## src/rtl/vga_sync_rx.sv

```systemverilog
// vga_sync_rx: locks to an incoming VGA sync stream, checks line/frame lengths, recovers pixel coordinates
module vga_sync_rx #(
  parameter int H_DISP      = 640,
  parameter int H_FP        = 16,
  parameter int H_SYNC      = 96,
  parameter int H_BP        = 48,
  parameter int V_DISP      = 480,
  parameter int V_FP        = 10,
  parameter int V_SYNC      = 2,
  parameter int V_BP        = 33,
  parameter int SYNC_POL    = 1,
  parameter int LOCK_FRAMES = 2
) (
  input  logic       clk,
  input  logic       reset,
  input  logic       p_tick,
  input  logic       hsync,
  input  logic       vsync,
  input  logic [2:0] rgb_in,
  output logic [9:0] pixel_x,
  output logic [9:0] pixel_y,
  output logic       video_on,
  output logic [2:0] rgb_out,
  output logic       locked,
  output logic       line_err,
  output logic       frame_err
);
  localparam logic [10:0] H_TOTAL = 11'(H_DISP + H_FP + H_SYNC + H_BP);
  localparam logic [10:0] V_TOTAL = 11'(V_DISP + V_FP + V_SYNC + V_BP);
  localparam logic [9:0] H_ACT = 10'(H_SYNC + H_BP);
  localparam logic [9:0] H_END = 10'(H_SYNC + H_BP + H_DISP);
  localparam logic [9:0] V_ACT = 10'(V_SYNC + V_BP);
  localparam logic [9:0] V_END = 10'(V_SYNC + V_BP + V_DISP);
  localparam logic [9:0] CNT_MAX = '1;
  localparam logic POL = (SYNC_POL != 0);
  localparam int GW = $clog2(LOCK_FRAMES + 1);
  typedef enum logic [1:0] {SEARCH, VERIFY, LOCKED} state_t;
  state_t state, state_nxt;
  logic [GW-1:0] good, good_nxt;
  logic dirty, dirty_nxt;
  logic [9:0] h_cnt, v_cnt, h_nxt, v_nxt;
  logic h_prev, v_prev, h_armed;
  logic h_on, v_on, h_edge, v_edge, line_bad, frame_bad, mis, act, von;
  assign h_on = (hsync == POL);
  assign v_on = (vsync == POL);
  assign h_edge = p_tick && h_on && !h_prev;
  assign v_edge = h_edge && v_on && !v_prev;
  assign line_bad = h_edge && h_armed && (({1'b0, h_cnt} + 11'd1) != H_TOTAL);
  assign frame_bad = v_edge && (({1'b0, v_cnt} + 11'd1) != V_TOTAL);
  assign mis = line_bad || frame_bad;
  assign h_nxt = h_edge ? '0 : (h_cnt == CNT_MAX) ? h_cnt : h_cnt + 10'd1;
  assign v_nxt = v_edge ? '0 : (h_edge && v_cnt != CNT_MAX) ? v_cnt + 10'd1 : v_cnt;
  assign act = (h_nxt >= H_ACT) && (h_nxt < H_END) && (v_nxt >= V_ACT) && (v_nxt < V_END);
  assign von = act && (state_nxt == LOCKED);
  assign locked = (state == LOCKED);
  // Lock tracking: only sampling ticks can move the FSM, so a stalled p_tick freezes it
  always_comb begin
    state_nxt = state;
    good_nxt = good;
    dirty_nxt = dirty;
    if (p_tick) begin
      case (state)
        SEARCH: begin
          good_nxt = '0;
          dirty_nxt = 1'b0;
          state_nxt = v_edge ? VERIFY : SEARCH;
        end
        VERIFY: begin
          if (v_edge) begin
            dirty_nxt = 1'b0;
            good_nxt = (mis || dirty) ? '0 : good + GW'(1);
            if (!mis && !dirty && (good + GW'(1) == GW'(LOCK_FRAMES))) begin
              state_nxt = LOCKED;
              good_nxt = '0;
            end
          end else if (mis) begin
            good_nxt = '0;
            dirty_nxt = 1'b1;
          end
        end
        LOCKED: state_nxt = (mis || h_nxt == CNT_MAX) ? SEARCH : LOCKED;
        default: state_nxt = SEARCH;
      endcase
    end
  end
  // FSM state register
  always_ff @(posedge clk or posedge reset) begin
    if (reset) begin
      state <= SEARCH;
      good <= '0;
      dirty <= 1'b0;
    end else begin
      state <= state_nxt;
      good <= good_nxt;
      dirty <= dirty_nxt;
    end
  end
  // Counters, edge history and registered pixel outputs, all advanced on sampling ticks
  always_ff @(posedge clk or posedge reset) begin
    if (reset) begin
      h_cnt <= '0;
      v_cnt <= '0;
      h_prev <= 1'b0;
      v_prev <= 1'b0;
      h_armed <= 1'b0;
      video_on <= 1'b0;
      rgb_out <= '0;
      pixel_x <= '0;
      pixel_y <= '0;
    end else if (p_tick) begin
      h_cnt <= h_nxt;
      v_cnt <= v_nxt;
      h_prev <= h_on;
      if (h_edge) v_prev <= v_on;
      h_armed <= (state != SEARCH && state_nxt == SEARCH) ? 1'b0 : (h_armed || h_edge);
      video_on <= von;
      rgb_out <= von ? rgb_in : '0;
      if (von) begin
        pixel_x <= h_nxt - H_ACT;
        pixel_y <= v_nxt - V_ACT;
      end
    end
  end
  // Length-mismatch pulses; suppressed while searching since the timing is not yet trusted
  always_ff @(posedge clk or posedge reset) begin
    if (reset) begin
      line_err <= 1'b0;
      frame_err <= 1'b0;
    end else begin
      line_err <= line_bad && (state != SEARCH);
      frame_err <= frame_bad && (state != SEARCH);
    end
  end
endmodule
```

## config.mk

```make
export PLATFORM = sky130hd
export DESIGN_NAME = vga_sync_rx
export DESIGN_NICKNAME = d
export VERILOG_FILES = /design/src/rtl/vga_sync_rx.sv
export SDC_FILE = /design/constraint.sdc
export NUM_CORES = 1
export LEC_CHECK = 0
export ABC_AREA = 1
export CAP_MARGIN = 10
export CORE_ASPECT_RATIO = 0.6
export CORE_UTILIZATION = 25
export CTS_BUF_LIST = sky130_fd_sc_hd__clkbuf_16
export CTS_CLUSTER_SIZE = 10
export DETAILED_ROUTE_END_ITERATION = 12
export PLACE_DENSITY_LB_ADDON = 0.15
export SLEW_MARGIN = 10
export SYNTH_ARGS = -nofsm -noshare
export SYNTH_HDL_FRONTEND = slang
export SYNTH_SLANG_ARGS = --single-unit
export TNS_END_PERCENT = 20
```

## constraint.sdc

```tcl
create_clock -name clk -period 2.4 [get_ports clk]
set_input_delay 0.48 -clock clk [delete_from_list [all_inputs] [get_ports clk]]
set_output_delay 0.48 -clock clk [all_outputs]
set_load 0.02 [all_outputs]
```

* Word-level counts from Yosys, hierarchy flattened
Cells that the tools add are included.
** Cells by class
- Add/sub/neg operators :: 7
- Multiply operators :: 0
- Divide/modulo/power cells :: 0
- Order comparisons :: 4
- Equality and inequality tests :: 10
- Shift operators :: 0
- Mux-type cells :: 20
- Bitwise operators :: 0
- Reduce and logical (&&, ||, !) cells :: 32
** Operators by type and width (count)
- $mux 10 :: 4
- $add 10x1->11 const B :: 2
- $ne 11x10->1 const B :: 2
- $add 10x1->10 const B :: 2
- $eq 10x10->1 const B :: 2
- $lt 10x10->1 const B :: 2
- $logic_and 1x1->1 :: 17
- $mux 2 :: 8
- $ge 10x6->1 const B :: 1
- $ge 10x8->1 const B :: 1
- $ne 10x10->1 const B :: 1
- $sub 10x6->10 const B :: 1
- $sub 10x8->10 const B :: 1
- $eq 2x2->1 const B :: 3
- $pmux 2 s3 :: 1
- $logic_not 1->1 :: 4
- $logic_not 2->1 :: 2
- $logic_or 1x1->1 :: 4
- $mux 1 :: 4
- $pmux 2 s2 :: 1
- $reduce_and 2->1 :: 2
- $reduce_bool 2->1 :: 2
- $mux 3 :: 1
- $ne 3x3->1 const B :: 1
- other kinds (4) :: 4
** Storage, ports and cells
- Flip-flop bits (word level) :: 54
- Bits in latches :: 0
- Memory bits (writable) :: 0
- ROM bits :: 0
- Input port bits :: 8
- Output and inout bits :: 27
- Logic and storage cells :: 87
- Memories :: 0

* Depth between registers and ports, before layout
Gate-level depths: netlist (run 1).
- Depth after elaboration :: 16
- Mapped depth :: 20
- Mapped depth without buffers :: 19

* Worst setup path before layout (run 1)
Ideal clock, no wire load.
- Kind :: reg2reg
- Start point :: register h_cnt[0]
- End point :: register pixel_x[3]
- Library setup time :: 0.117 ns
- Arrival :: 2.504 ns
- Data required time :: 2.283 ns
- Setup slack :: -0.221 ns
- Cell stages (with the launch flop) :: 19
- Buffers on the path :: 1
- Clock period less this slack :: 2.621 ns
- Path through :: dfrtp_1 ha_1 nand2_1 nor2_2 nand3_2 a21oi_1 inv_1 ha_1 nand2_1 nand2_1 nand2_1 nor2_1 nand2_1 nand3_1 nor2_4 nand3_4 buf_6 nand2_1 nand2_1
** On the way
- Elaborated cells between the ends (all ways) :: 27
- Those cells by class :: add/sub: 3; order compare: 2; eq/ne: 4; mux: 7; reduce/logical: 11
** RTL lines
- start, declared :: RTL line 41 : logic [9:0] h_cnt, v_cnt, h_nxt, v_nxt;
- start signal, assigned :: RTL line 111 : h_cnt <= h_nxt;
- $add 10x1->10 / $eq 10x10->1 (equally long branches) :: RTL line 51 : assign h_nxt = h_edge ? '0 : (h_cnt == CNT_MAX) ? h_cnt : h_cnt + 10'd1;
- $mux 10 * (2 in series) :: RTL line 51
- net h_nxt[4] :: RTL line 41
- $eq 10x10->1 :: RTL line 81 : LOCKED: state_nxt = (mis || h_nxt == CNT_MAX) ? SEARCH : LOCKED;
- $logic_or 1x1->1 :: RTL line 81
- $mux 2 :: RTL line 81
- $pmux 2 s3 :: RTL line 62 : case (state)
- $mux 2 :: RTL line 61 : if (p_tick) begin
- $eq 2x2->1 :: RTL line 54 : assign von = act && (state_nxt == LOCKED);
- $logic_and 1x1->1 * :: RTL line 54
- $reduce_and 2->1 (no source line) *
- end signal, assigned :: RTL line 119 : pixel_x <= h_nxt - H_ACT;
- end, declared :: RTL line 20 : output logic [9:0] pixel_x,
The timed path passes the listed nets; every way through them passes the cells marked *.
A chain may end at the register's enable or synchronous reset.

* Final worst setup path (run 1)
- Start point :: register h_cnt[1]
- End point :: register pixel_y[2]
** On the way
- Elaborated cells between the ends (all ways) :: 26
- Those cells by class :: add/sub: 2; order compare: 2; eq/ne: 4; mux: 7; reduce/logical: 11
** RTL lines
- $add 10x1->10 / $eq 10x10->1 (equally long branches) :: RTL line 51
- $mux 10 * (2 in series) :: RTL line 51
- net h_nxt[5] :: RTL line 41
- $eq 10x10->1 :: RTL line 81
- $logic_or 1x1->1 :: RTL line 81
- $mux 2 :: RTL line 81
- $pmux 2 s3 :: RTL line 62
- $mux 2 :: RTL line 61
- $eq 2x2->1 :: RTL line 54
- $logic_and 1x1->1 * :: RTL line 54
- $reduce_and 2->1 (no source line) *
- end signal, assigned :: RTL line 120 : pixel_y <= v_nxt - V_ACT;
- end, declared :: RTL line 21 : output logic [9:0] pixel_y,
Marked as above.

==> results of run 1 <==
worst max-delay path by stage:
stage / to / slack, ns / cells past startpoint
5_1_grt: pixel_x[1] / -0.32 / 19
4_1_cts: pixel_x[5] / -0.11 / 19
3_3_place_gp: pixel_x[5] / -0.60 / 19
6_report: pixel_y[2] / -0.13 / 19
3_5_place_dp: pixel_x[7] / -0.65 / 19
2_1_floorplan: pixel_x[3] / 0.001 / 20
cell usage in the layout, fill, tap and decap left out, drive strengths merged:
cell | Yosys | final
nand3b | 2 | 2
inv | 62 | 64
xnor2 | 4 | 4
bufinv | 0 | 1
nor2 | 50 | 50
xor2 | 6 | 6
a21oi | 10 | 10
nor4 | 1 | 1
clkdlybuf4s50 | 0 | 32
ha | 8 | 8
nor3 | 1 | 1
dlygate4sd2 | 0 | 2
o21ai | 24 | 24
a21boi | 1 | 1
nand3 | 39 | 41
clkbuf | 4 | 5
o21bai | 1 | 1
dfrtp | 54 | 54
nand2 | 176 | 176
nand4 | 28 | 28
buf | 9 | 115
metrics by stage:
stage / std cells / TNS [ns] / cell area, sq um / worst slack [ns]
2_1_floorplan: 480 / 0 / 3476 / 0.001270
3_5_place_dp: 767 / -15.83 / 4720 / -0.6527
3_3_place_gp: 767 / -14.89 / 4720 / -0.6010
6_report: 796 / -2.525 / 5275 / -0.1320
5_1_grt: 796 / -6.898 / 5275 / -0.3161
4_1_cts: 796 / -2.172 / 5275 / -0.1055
sequential cells by signal (all words and copies together), names as in the netlist:
signal	flops
h_prev	1
rgb_out	3
h_armed	1
h_cnt	10
dirty	1
frame_err	1
pixel_x	10
good	2
v_prev	1
state	2
pixel_y	10
line_err	1
video_on	1
v_cnt	10
report_power, final:
part,leakage [nW],switching [W],internal [W]
combinational,1.89,0.000877,0.000775
sequential,0.713,0.000116,0.00102
clock,0.0848,0.000371,0.000501
total,2.69,0.00136,0.00229
area by class of cell:
class | count | area (sq um)
clock buffer | 5 | 125.1
fill | 1360 | 7777
multi-input combinational | 353 | 1982
tap | 170 | 212.7
sequential | 54 | 1354
clock inverter | 3 | 47.55
timing repair buffer | 149 | 1319
inverter | 62 | 235.2
what timing repair did:
action	4_1_cts	5_1_grt
endpoints found under the setup margin	25	28
buffers inserted	17	2
pin swaps	26	19
resized for setup	42	14
cloned	4	0
kinds of logic (layout without fill, tap and decap cells):
| family | Yosys count | in the layout | share of synthesized area [%] |
|---|---|---|---|
| AND/OR/NAND/NOR | 297 | 299 | 39.53 |
| buffers and inverters | 75 | 219 | 9.184 |
| flip-flops | 54 | 54 | 39.68 |
| AO/OA/AOI/OAI | 36 | 36 | 6.099 |
| XOR/XNOR | 10 | 10 | 2.572 |
| adder cells (fa/ha/maj) | 8 | 8 | 2.939 |
critical path, cell delays in order, from the launching register on:
cell	delay, ns
dfrtp_1	0.42
ha_4	0.20
nand2_4	0.06
nor2_4	0.15
nand3_4	0.13
a21oi_4	0.23
inv_2	0.09
ha_4	0.17
nand2_2	0.07
nand2_2	0.06
nand2_1	0.06
nor2_1	0.03
nand2_1	0.07
nand3_2	0.08
nor2_4	0.14
buf_12	0.13
buf_8	0.10
nand3_4	0.10
nand2_2	0.10
nand2_2	0.04
per-layer routing:
metal / routed length [microns] / vias to the layer above / global-route usage [%]
li1: - / 1819 / -
met1: 6628 / 1622 / 27.48
met2: 3854 / 63 / 22.71
met3: 474 / 2 / 2.995
met4: 31 / 0 / 2.020
met5: 0 / - / 0
==> impl_metrics.ini, run 1 <==
[route]
vias = 3506
first_pass_iters = 11
ant_nets = 0
drc = 3
viasPerCell = 4.405
routedWlPerCell_microns = 13.81
first_iter_violations = 195
routed_wl_mm = 10.99

[worst_setup_path]
r2r_cells = 19
worstSetupEndpointType = register
regToRegEndpoint = pixel_y[2]
rrSetupSlack_ns = -0.13
critPathRequiredTime_ns = 2.60
startpoint = h_cnt[1]
worstSetupPathType = register to register
start_kind = register
crit_fanout = 5
timing.rr.start = h_cnt[1]
arrival_ns = 2.73

[synth]
avgSynthCellArea_sq_um = 7.095
synth_top_area_share_pct = 39.68
syn_inst = 480
synth_edf_count = 0
synth_most_common_cell = nand2_1
synth_common_cells = 168 x nand2_1, 58 x inv_1, 54 x dfrtp_1, 44 x nor2_1, 34 x nand3_1
yosys-top-cells-area = dfrtp_1 40%, nand2_1 19%, inv_1 6.4%, nand4_1 5.1%, nand3_1 5.0%
synth_area_sq_um = 3406
synth_flop_cell = dfrtp_1
ys_seq_area_share_pct = 39.68
synth_nets = 496
yosysTopAreaCell = dfrtp_1
ys_ff_latch = 54
synthArstFlopShare_pct = 100.0
yosysWarnings = 0
ys_types = 32

[clock_tree]
clkTransAtPathRegs_ns = 0.08
cts_buffer_depth = 2
numCtsBuffers = 5
tritoncts = done
cts_root_buffer = clkbuf_16
clk_latency_ns = 0.30
htreeDepth = 2
cts.sinks = 54
postCtsHoldBufs = 0

[timing]
relSlewSlack_pct = 64.77
fin_crit_sh_pct = 105.5
final_hold_viol_count = 0
whs_ns = 0.4777
fmax_mhz = 394.9
worst_pin_slew_ns = 0.5230
slew_violations = 0
post-route-min-period_ns = 2.532
skew_ns = 0.01119
rsz0062_at_grt = yes
fin_ws_ns = -0.1320
setup_viol = 24

[run_status]
status = finished with violations
violations = design-rule violations, negative setup slack

[floorplanning]
fp.coreArea_sq_um = 13050
die_area_sq_um = 14110
ios = 35
dieWidth_microns = 152.7
fp-row-count = 32
die_y_microns = 92.41
start_util_pct = 26.09

[hold_path]
hold_start = pixel_y[8]
whs_path_depth = 2
holdCritPathClass = register to register
min_delay_worst_endpoint = pixel_y[8]

[global_route]
grt_overflow = 0
antenna_found_initial = 0
grtUsageTotal_pct = 16.88
grt_pass1_wl_mm = 18.58
grt_pass1_vias = 3477
grt_max_degree = 55

[placed_design]
place_congestion = 0.8478
hpwlAfterDp_mm = 7.979
numPortBuffers = 34

[power]
p_per_area_nw_per_um2 = 693.4
power_w = 0.003658
leakage_nw = 2.687
ir_drop_uv = 311.5

[cells_and_area]
areaGrowthSynthToFinish_pct = 54.89
antenna_cells = 0
drive_above_1_share_pct = 30.83
nets = 641
fin_util_pct = 40.41

[run]
maxCapViolCount = 0
Note: power is estimated with default switching activity, not from simulation.
==> run 2: changes to the inputs <==
- CTS_CLUSTER_DIAMETER: not set -> 120
==> results of run 2 <==
Same layout as run 1: the final DEF is identical, and so are final timing and power.
